<file path="src/rtl/dcd_pkg.sv">
// rtl/dcd_pkg.sv - state encoding and mode constants shared by the dcd_scan_nx slice
package dcd_pkg;

    typedef enum logic [1:0] {
        IDLE   = 2'd0,
        DIRECT = 2'd1,
        SCAN   = 2'd2
    } dcd_state_t;

    localparam logic MODE_DIRECT = 1'b0;
    localparam logic MODE_SCAN   = 1'b1;

endpackage

</file>
<file path="src/rtl/dcd_prescaler.sv">
// rtl/dcd_prescaler.sv - scan-rate prescaler, one-cycle tick every SCAN_DIV running cycles
//   clk, rst_n : clock, asynchronous active-low reset
//   clr        : synchronous clear of the count (wins over run)
//   run        : count enable
//   tick       : high while running with the count at SCAN_DIV-1
module dcd_prescaler #(
    parameter int SCAN_DIV = 4
) (
    input  logic clk,
    input  logic rst_n,
    input  logic clr,
    input  logic run,
    output logic tick
);

    localparam int CW = (SCAN_DIV > 1) ? $clog2(SCAN_DIV) : 1;

    logic [CW-1:0] count;

    assign tick = run && (count == CW'(SCAN_DIV - 1));

    always_ff @(posedge clk or negedge rst_n) begin
        if (!rst_n) begin
            count <= '0;
        end else if (clr) begin
            count <= '0;
        end else if (run) begin
            count <= tick ? '0 : count + CW'(1);
        end
    end

endmodule

</file>
<file path="src/rtl/dcd_scan_nx.sv">
// rtl/dcd_scan_nx.sv - registered N-to-2^N one-hot decoder with select handshake and auto-scan
//   Optional feature macro: DCD_SKIP_MASK_EN (adds skip_mask, masked indices are skipped in SCAN)
//   en, mode      : block enable, 0 = DIRECT / 1 = SCAN
//   sel, sel_vld  : DIRECT-mode select index and its valid; sel_rdy = en && !mode
//   dout          : registered one-hot (or all-zero) strobe vector
//   dout_vld      : dout holds a valid one-hot value
//   cur_idx       : index of the active output
module dcd_scan_nx
    import dcd_pkg::*;
#(
    parameter int N        = 2,
    parameter int OUTS     = 2**N,
    parameter int SCAN_DIV = 4
) (
    input  logic            clk,
    input  logic            rst_n,
    input  logic            en,
    input  logic            mode,
    input  logic [N-1:0]    sel,
    input  logic            sel_vld,
`ifdef DCD_SKIP_MASK_EN
    input  logic [OUTS-1:0] skip_mask,
`endif
    output logic            sel_rdy,
    output logic [OUTS-1:0] dout,
    output logic            dout_vld,
    output logic [N-1:0]    cur_idx
);

    dcd_state_t      state, state_n;
    logic [OUTS-1:0] dout_n;
    logic            vld_n;
    logic [N-1:0]    idx_n;
    logic            pre_clr;
    logic            pre_run;
    logic            tick;
    logic [OUTS-1:0] mask;
    logic [N:0]      entry_hit;
    logic [N:0]      step_hit;

`ifdef DCD_SKIP_MASK_EN
    assign mask = skip_mask;
`else
    assign mask = '0;
`endif

    // Returns {found, index}: the first unmasked index at or after base, searching
    // with wrap. Descending loop so the smallest offset from base is the one kept.
    function automatic logic [N:0] find_unmasked(input logic [N-1:0]    base,
                                                 input logic [OUTS-1:0] msk);
        logic [N:0]   res;
        logic [N-1:0] idx;
        res = '0;
        for (int i = OUTS - 1; i >= 0; i--) begin
            idx = base + N'(i);
            if (!msk[idx]) begin
                res = {1'b1, idx};
            end
        end
        return res;
    endfunction

    assign entry_hit = find_unmasked('0, mask);
    assign step_hit  = find_unmasked(cur_idx + N'(1), mask);

    assign sel_rdy = en && (mode == MODE_DIRECT);
    assign pre_run = en && (mode == MODE_SCAN) && (state == SCAN);

    dcd_prescaler #(
        .SCAN_DIV (SCAN_DIV)
    ) u_prescaler (
        .clk   (clk),
        .rst_n (rst_n),
        .clr   (pre_clr),
        .run   (pre_run),
        .tick  (tick)
    );

    always_comb begin
        state_n = state;
        dout_n  = dout;
        vld_n   = dout_vld;
        idx_n   = cur_idx;
        pre_clr = 1'b0;
        if (!en) begin
            state_n = IDLE;
            dout_n  = '0;
            vld_n   = 1'b0;
            idx_n   = '0;
            pre_clr = 1'b1;
        end else if (mode == MODE_SCAN) begin
            state_n = SCAN;
            if (state != SCAN) begin
                // Scan (re)start from IDLE or DIRECT.
                pre_clr = 1'b1;
                if (entry_hit[N]) begin
                    idx_n  = entry_hit[N-1:0];
                    dout_n = OUTS'(1) << entry_hit[N-1:0];
                    vld_n  = 1'b1;
                end else begin
                    dout_n = '0;
                    vld_n  = 1'b0;
                end
            end else if (tick) begin
                // A fully masked vector blanks the strobe but keeps cur_idx, so
                // the next step searches on from where the scan left off.
                if (step_hit[N]) begin
                    idx_n  = step_hit[N-1:0];
                    dout_n = OUTS'(1) << step_hit[N-1:0];
                    vld_n  = 1'b1;
                end else begin
                    dout_n = '0;
                    vld_n  = 1'b0;
                end
            end
        end else begin
            // DIRECT: prescaler idles at zero; sel_rdy is already high here.
            state_n = DIRECT;
            pre_clr = 1'b1;
            if (sel_vld) begin
                idx_n  = sel;
                dout_n = OUTS'(1) << sel;
                vld_n  = 1'b1;
            end
        end
    end

    always_ff @(posedge clk or negedge rst_n) begin
        if (!rst_n) begin
            state    <= IDLE;
            dout     <= '0;
            dout_vld <= 1'b0;
            cur_idx  <= '0;
        end else begin
            state    <= state_n;
            dout     <= dout_n;
            dout_vld <= vld_n;
            cur_idx  <= idx_n;
        end
    end

endmodule
</file>
<file path="config.mk">
export PLATFORM = sky130hd
export DESIGN_NAME = dcd_scan_nx
export DESIGN_NICKNAME = d
export VERILOG_FILES = /design/src/rtl/dcd_pkg.sv /design/src/rtl/dcd_prescaler.sv /design/src/rtl/dcd_scan_nx.sv
export SDC_FILE = /design/constraint.sdc
export NUM_CORES = 1
export LEC_CHECK = 0
export BUFFER_PORTS_ARGS = -buffer_cell sky130_fd_sc_hd__buf_4
export CORE_ASPECT_RATIO = 1.1
export CORE_MARGIN = 1
export CORE_UTILIZATION = 23
export DETAILED_ROUTE_END_ITERATION = 7
export PLACE_DENSITY = 0.39
export SETUP_SLACK_MARGIN = 0.3
export SYNTH_ARGS = -nofsm -noshare
export SYNTH_HDL_FRONTEND = slang
export SYNTH_HIERARCHICAL = 1
export SYNTH_SLANG_ARGS = --single-unit
</file>
<file path="constraint.sdc">
create_clock -name clk -period 2.9 [get_ports clk]
set_input_delay 0.29 -clock clk [delete_from_list [all_inputs] [get_ports clk]]
set_output_delay 0.29 -clock clk [all_outputs]
set_load 0.005 [all_outputs]
</file>
==> parameters.txt <==
Parameter                              Value

Timing
  Worst relative slew slack ... between 70% and 80%
  Worst clock skew ... roughly 1.6 ps
  Setup repair after global routing missed its margin ... no
  Number of failing setup endpoints in the final timing report ... 0
  Number of max-slew violations in the final report ... 0
  Final critical path time including I/O delays and setup ... around 1900 ps
  Final hold violation count ... 0
  Total negative slack ... 0 ps
  Least-Margin Pin Slew ... between 300 and 400 ps
  FMAX ... between 500 and 600 MHz
  Post-route clock period utilization ... a little under two thirds

GRT
  Vias in the first global route ... 490
  Wire length of the first global-routing pass ... between 2 and 2.5 mm
  Initial antenna violation count ... 0
  Largest net degree at the start of global routing ... 12
  Remaining global-route overflow ... 0
  All-layer global routing usage ... a little over a tenth

Clock network
  PostCTS Resize Cnt ... 0
  Buffer count from post-CTS setup fixing ... 0
  Clock Root Buffer ... sky130_fd_sc_hd__clkbuf_4
  Num CTS Buffers ... 3
  Worst-skew pair later-pin latency ... between 200 and 300 ps
  H-tree levels ... 1
  Clock tree from TritonCTS ... built
  Buffers from clock root to sink, at most ... 2
  Clock Pin Slew Worst Setup and Hold Paths ... 70 ps
  Count of hold-fix buffers inserted at cts ... 1
  Number of sinks handled by clock tree synthesis ... 11

Routing
  Post-DRT Antenna Nets ... 0
  Vias per inst ... 4.44
  Via total after detailed routing ... 480
  Wire length reported by the detailed router ... 1.37 mm
  Router iterations before antenna repair ... 2
  Average routed wire per standard cell ... approximately 13 microns
  Post-detailed-route DRC marker count ... 0
  Detailed router's first-iteration violation count ... 9

Power
  PnR Total Power ... around 0.34 mW
  Net switching fraction of the power ... between 20% and 30%
  Proportion of power drawn by flip-flops and latches ... between 50% and 60%
  Power density over cell area ... 388 nW/um^2
  VDD IR-drop max ... roughly 0.17 mV
  Portion of total power attributed to the clock network ... 32.6%
  Sw Pwr ... a little under 0.09 mW
  Combinational power share ... between 10% and 20%
  Leakage ... 0.444 nW
  Cell Int Power ... around 0.25 mW

Worst setup path
  Worst EP required ... approximately 3000 ps
  Crit end category ... flop
  Critical Path AT ... 2010 ps
  Crit start category ... flop
  Critical setup path kind ... flop to flop
  Max Fanout on Critical Path ... 6

Place
  Count of buffers inserted at the top-level ports ... 14
  Final GP Congestion ... roughly 0.77
  Total instance count after detailed placement ... slightly above 100
  Estimated wirelength of the detail-placed design ... ~1.0 mm

Die
  Die span in x ... 54.3 microns
  Die extent in y ... roughly 60 microns
  Std-Cell Core Area ... 2800 sq um
  Initial Util ... between 20% and 30%
  Row cnt ... 20
  Io pins ... 15
  Die ar. ... 3230 sq um

Logic synthesis
  Post-synthesis instance area ... just under 700 sq um
  Post-synth cell types ... 27
  Synthesized area divided by synthesized cell count ... 12.1 sq um
  Post-Syn Instances ... between 50 and 60
  Flip-flop and latch count after synthesis ... 11
  Total of warnings raised by yosys ... 6
  Synth Net Count ... a little under 70
  Sequential share of the synthesized area ... between 30 and 40%

Run
  Number of max-capacitance violations reported ... 0

Layout
  Fraction of layout cells with a size suffix above 1 ... between 40 and 50%
  Layout fillers ... ~300
  Antenna diodes ... 0
  Layout area overhead ... 24.8%
  Final net count ... 88
  Post-layout instance count excluding filler cells ... approximately 110

Worst hold path
  Hold Crit Class ... input port to flop

Outcome
  Outcome ... complete, no violations
critical path: stages (launching register included):
cell and delay (ps):
sky130_fd_sc_hd__dfrtp_1 430, sky130_fd_sc_hd__nand3b_4 190, sky130_fd_sc_hd__inv_2 120, sky130_fd_sc_hd__and2_1 130, sky130_fd_sc_hd__and4bb_4 240, sky130_fd_sc_hd__o21ai_4 300
sky130_fd_sc_hd__mux2_4 330
area by class of cell:
class	count	area, sq um	area share [%]
multi-input cells	39	383	44.3
well taps	33	41.3	4.78
repair buffers	15	115	13.3
flip-flops and latches	11	275	31.9
clock buffers	4	26.3	3.04
inverters	6	22.5	2.61
power by group through the flow:
stage                     Combinational, mW  Clock, mW  Sequential (mW)
final                                0.0582      0.109            0.168
after global placement               0.0591          0            0.171
after floorplan                      0.0310          0            0.170
after CTS                            0.0601      0.114            0.168
after detailed placement             0.0588          0            0.171
after global routing                 0.0656      0.124            0.169
cell usage after synthesis:
cell type                  instances  area (sq um)
sky130_fd_sc_hd__dfrtp_1          11           275
sky130_fd_sc_hd__ha_1              5          62.6
sky130_fd_sc_hd__inv_1             5          18.8
sky130_fd_sc_hd__mux2i_1           4          40.0
sky130_fd_sc_hd__mux2_4            3          45.0
sky130_fd_sc_hd__a22o_1            2          17.5
sky130_fd_sc_hd__and2_1            2          12.5
sky130_fd_sc_hd__and2b_2           2          17.5
sky130_fd_sc_hd__and4b_2           2          22.5
sky130_fd_sc_hd__nor2_1            2          7.51
sky130_fd_sc_hd__nor3b_1           2          15.0
sky130_fd_sc_hd__o21ai_0           2          10.0
sky130_fd_sc_hd__a21boi_0          1          7.51
sky130_fd_sc_hd__a21oi_2           1          8.76
sky130_fd_sc_hd__a22oi_1           1          7.51
sky130_fd_sc_hd__and2_4            1          8.76
sky130_fd_sc_hd__and4bb_4          1          16.3
sky130_fd_sc_hd__buf_6             1          11.3
sky130_fd_sc_hd__inv_2             1          3.75
sky130_fd_sc_hd__nand2b_1          1          6.26
sky130_fd_sc_hd__nand3b_1          1          7.51
sky130_fd_sc_hd__nand3b_4          1          20.0
sky130_fd_sc_hd__nand4b_1          1          8.76
sky130_fd_sc_hd__o21ai_4           1          16.3
sky130_fd_sc_hd__o21bai_1          1          7.51
sky130_fd_sc_hd__or3b_1            1          8.76
sky130_fd_sc_hd__or3b_2            1          8.76
cells in the final DEF (no fill, tap or decap):
| master | count |
|---|---|
| sky130_fd_sc_hd__or3b_2 | 1 |
| sky130_fd_sc_hd__nand3b_1 | 1 |
| sky130_fd_sc_hd__a22o_1 | 2 |
| sky130_fd_sc_hd__nand2b_1 | 1 |
| sky130_fd_sc_hd__nor3b_1 | 2 |
| sky130_fd_sc_hd__clkbuf_1 | 1 |
| sky130_fd_sc_hd__inv_1 | 5 |
| sky130_fd_sc_hd__or3b_1 | 1 |
| sky130_fd_sc_hd__and4b_2 | 2 |
| sky130_fd_sc_hd__o21ai_0 | 2 |
| sky130_fd_sc_hd__clkbuf_4 | 3 |
| sky130_fd_sc_hd__and2_4 | 1 |
| sky130_fd_sc_hd__o21ai_4 | 1 |
| sky130_fd_sc_hd__and2b_2 | 2 |
| sky130_fd_sc_hd__nand4b_1 | 1 |
| sky130_fd_sc_hd__nand3b_4 | 1 |
| sky130_fd_sc_hd__and4bb_4 | 1 |
| sky130_fd_sc_hd__nor2_1 | 2 |
| sky130_fd_sc_hd__a22oi_1 | 1 |
| sky130_fd_sc_hd__mux2_4 | 3 |
| sky130_fd_sc_hd__a21boi_0 | 1 |
| sky130_fd_sc_hd__and2_1 | 2 |
| sky130_fd_sc_hd__dlygate4sd3_1 | 1 |
| sky130_fd_sc_hd__ha_1 | 5 |
| sky130_fd_sc_hd__dfrtp_1 | 11 |
| sky130_fd_sc_hd__a21oi_2 | 1 |
| sky130_fd_sc_hd__mux2i_1 | 4 |
| sky130_fd_sc_hd__buf_4 | 14 |
| sky130_fd_sc_hd__o21bai_1 | 1 |
| sky130_fd_sc_hd__inv_2 | 1 |
layer usage:
metal,part of all wire [%],GRT usage (%),wire length [microns]
met1,47,14.2,644
met2,46,15.3,625
met3,4.5,2.31,61
met4,2.8,7.69,39
met5,0,0,0
registers in the layout, indices dropped and copies added, names as in the netlist:
register and cells:
cur_idx 2, dout 4, dout_vld 1, state 2, u_prescaler/count 2
kinds of logic (layout without fill, tap and decap cells):
family	after synthesis	in the layout	synth area share, %
AND/OR/NAND/NOR	18	18	23.1
multiplexers	7	7	12.3
buffers and inverters	7	25	4.88
adder cells (fa/ha/maj)	5	5	9.04
flip-flops	11	11	39.8
AO/OA/AOI/OAI	9	9	10.9
path summary, 6_finish.rpt:
| kind | to | slack [ps] | from | depth (start not counted) |
|---|---|---|---|---|
| hold / removal | dout_vld | 310 | en | 2 |
| setup / recovery | cur_idx[0] | 1050 | state[0] | 6 |
| hold reg to reg | dout[0] | 520 | dout[0] | 2 |
| min in group asynchronous | dout_vld | 380 | rst_n | 2 |
| max in group asynchronous | cur_idx[0] | 2370 | rst_n | 2 |
| setup reg to reg | cur_idx[0] | 1050 | state[0] | 6 |
stage by stage:
stage / instance area, sq um / setup WS, ps / hold slack [ps] / utilization (%)
2_1_floorplan: 692 / 1230 / -5.59 / -
3_3_place_gp: 827 / 919 / 141 / 29.5
3_5_place_dp: 827 / 939 / 142 / 29.5
4_1_cts: 863 / 1020 / 309 / 30.8
5_1_grt: 863 / 946 / 313 / 30.8
6_report: 863 / 1050 / 310 / 30.8
Power figures use the tool's default switching activity.
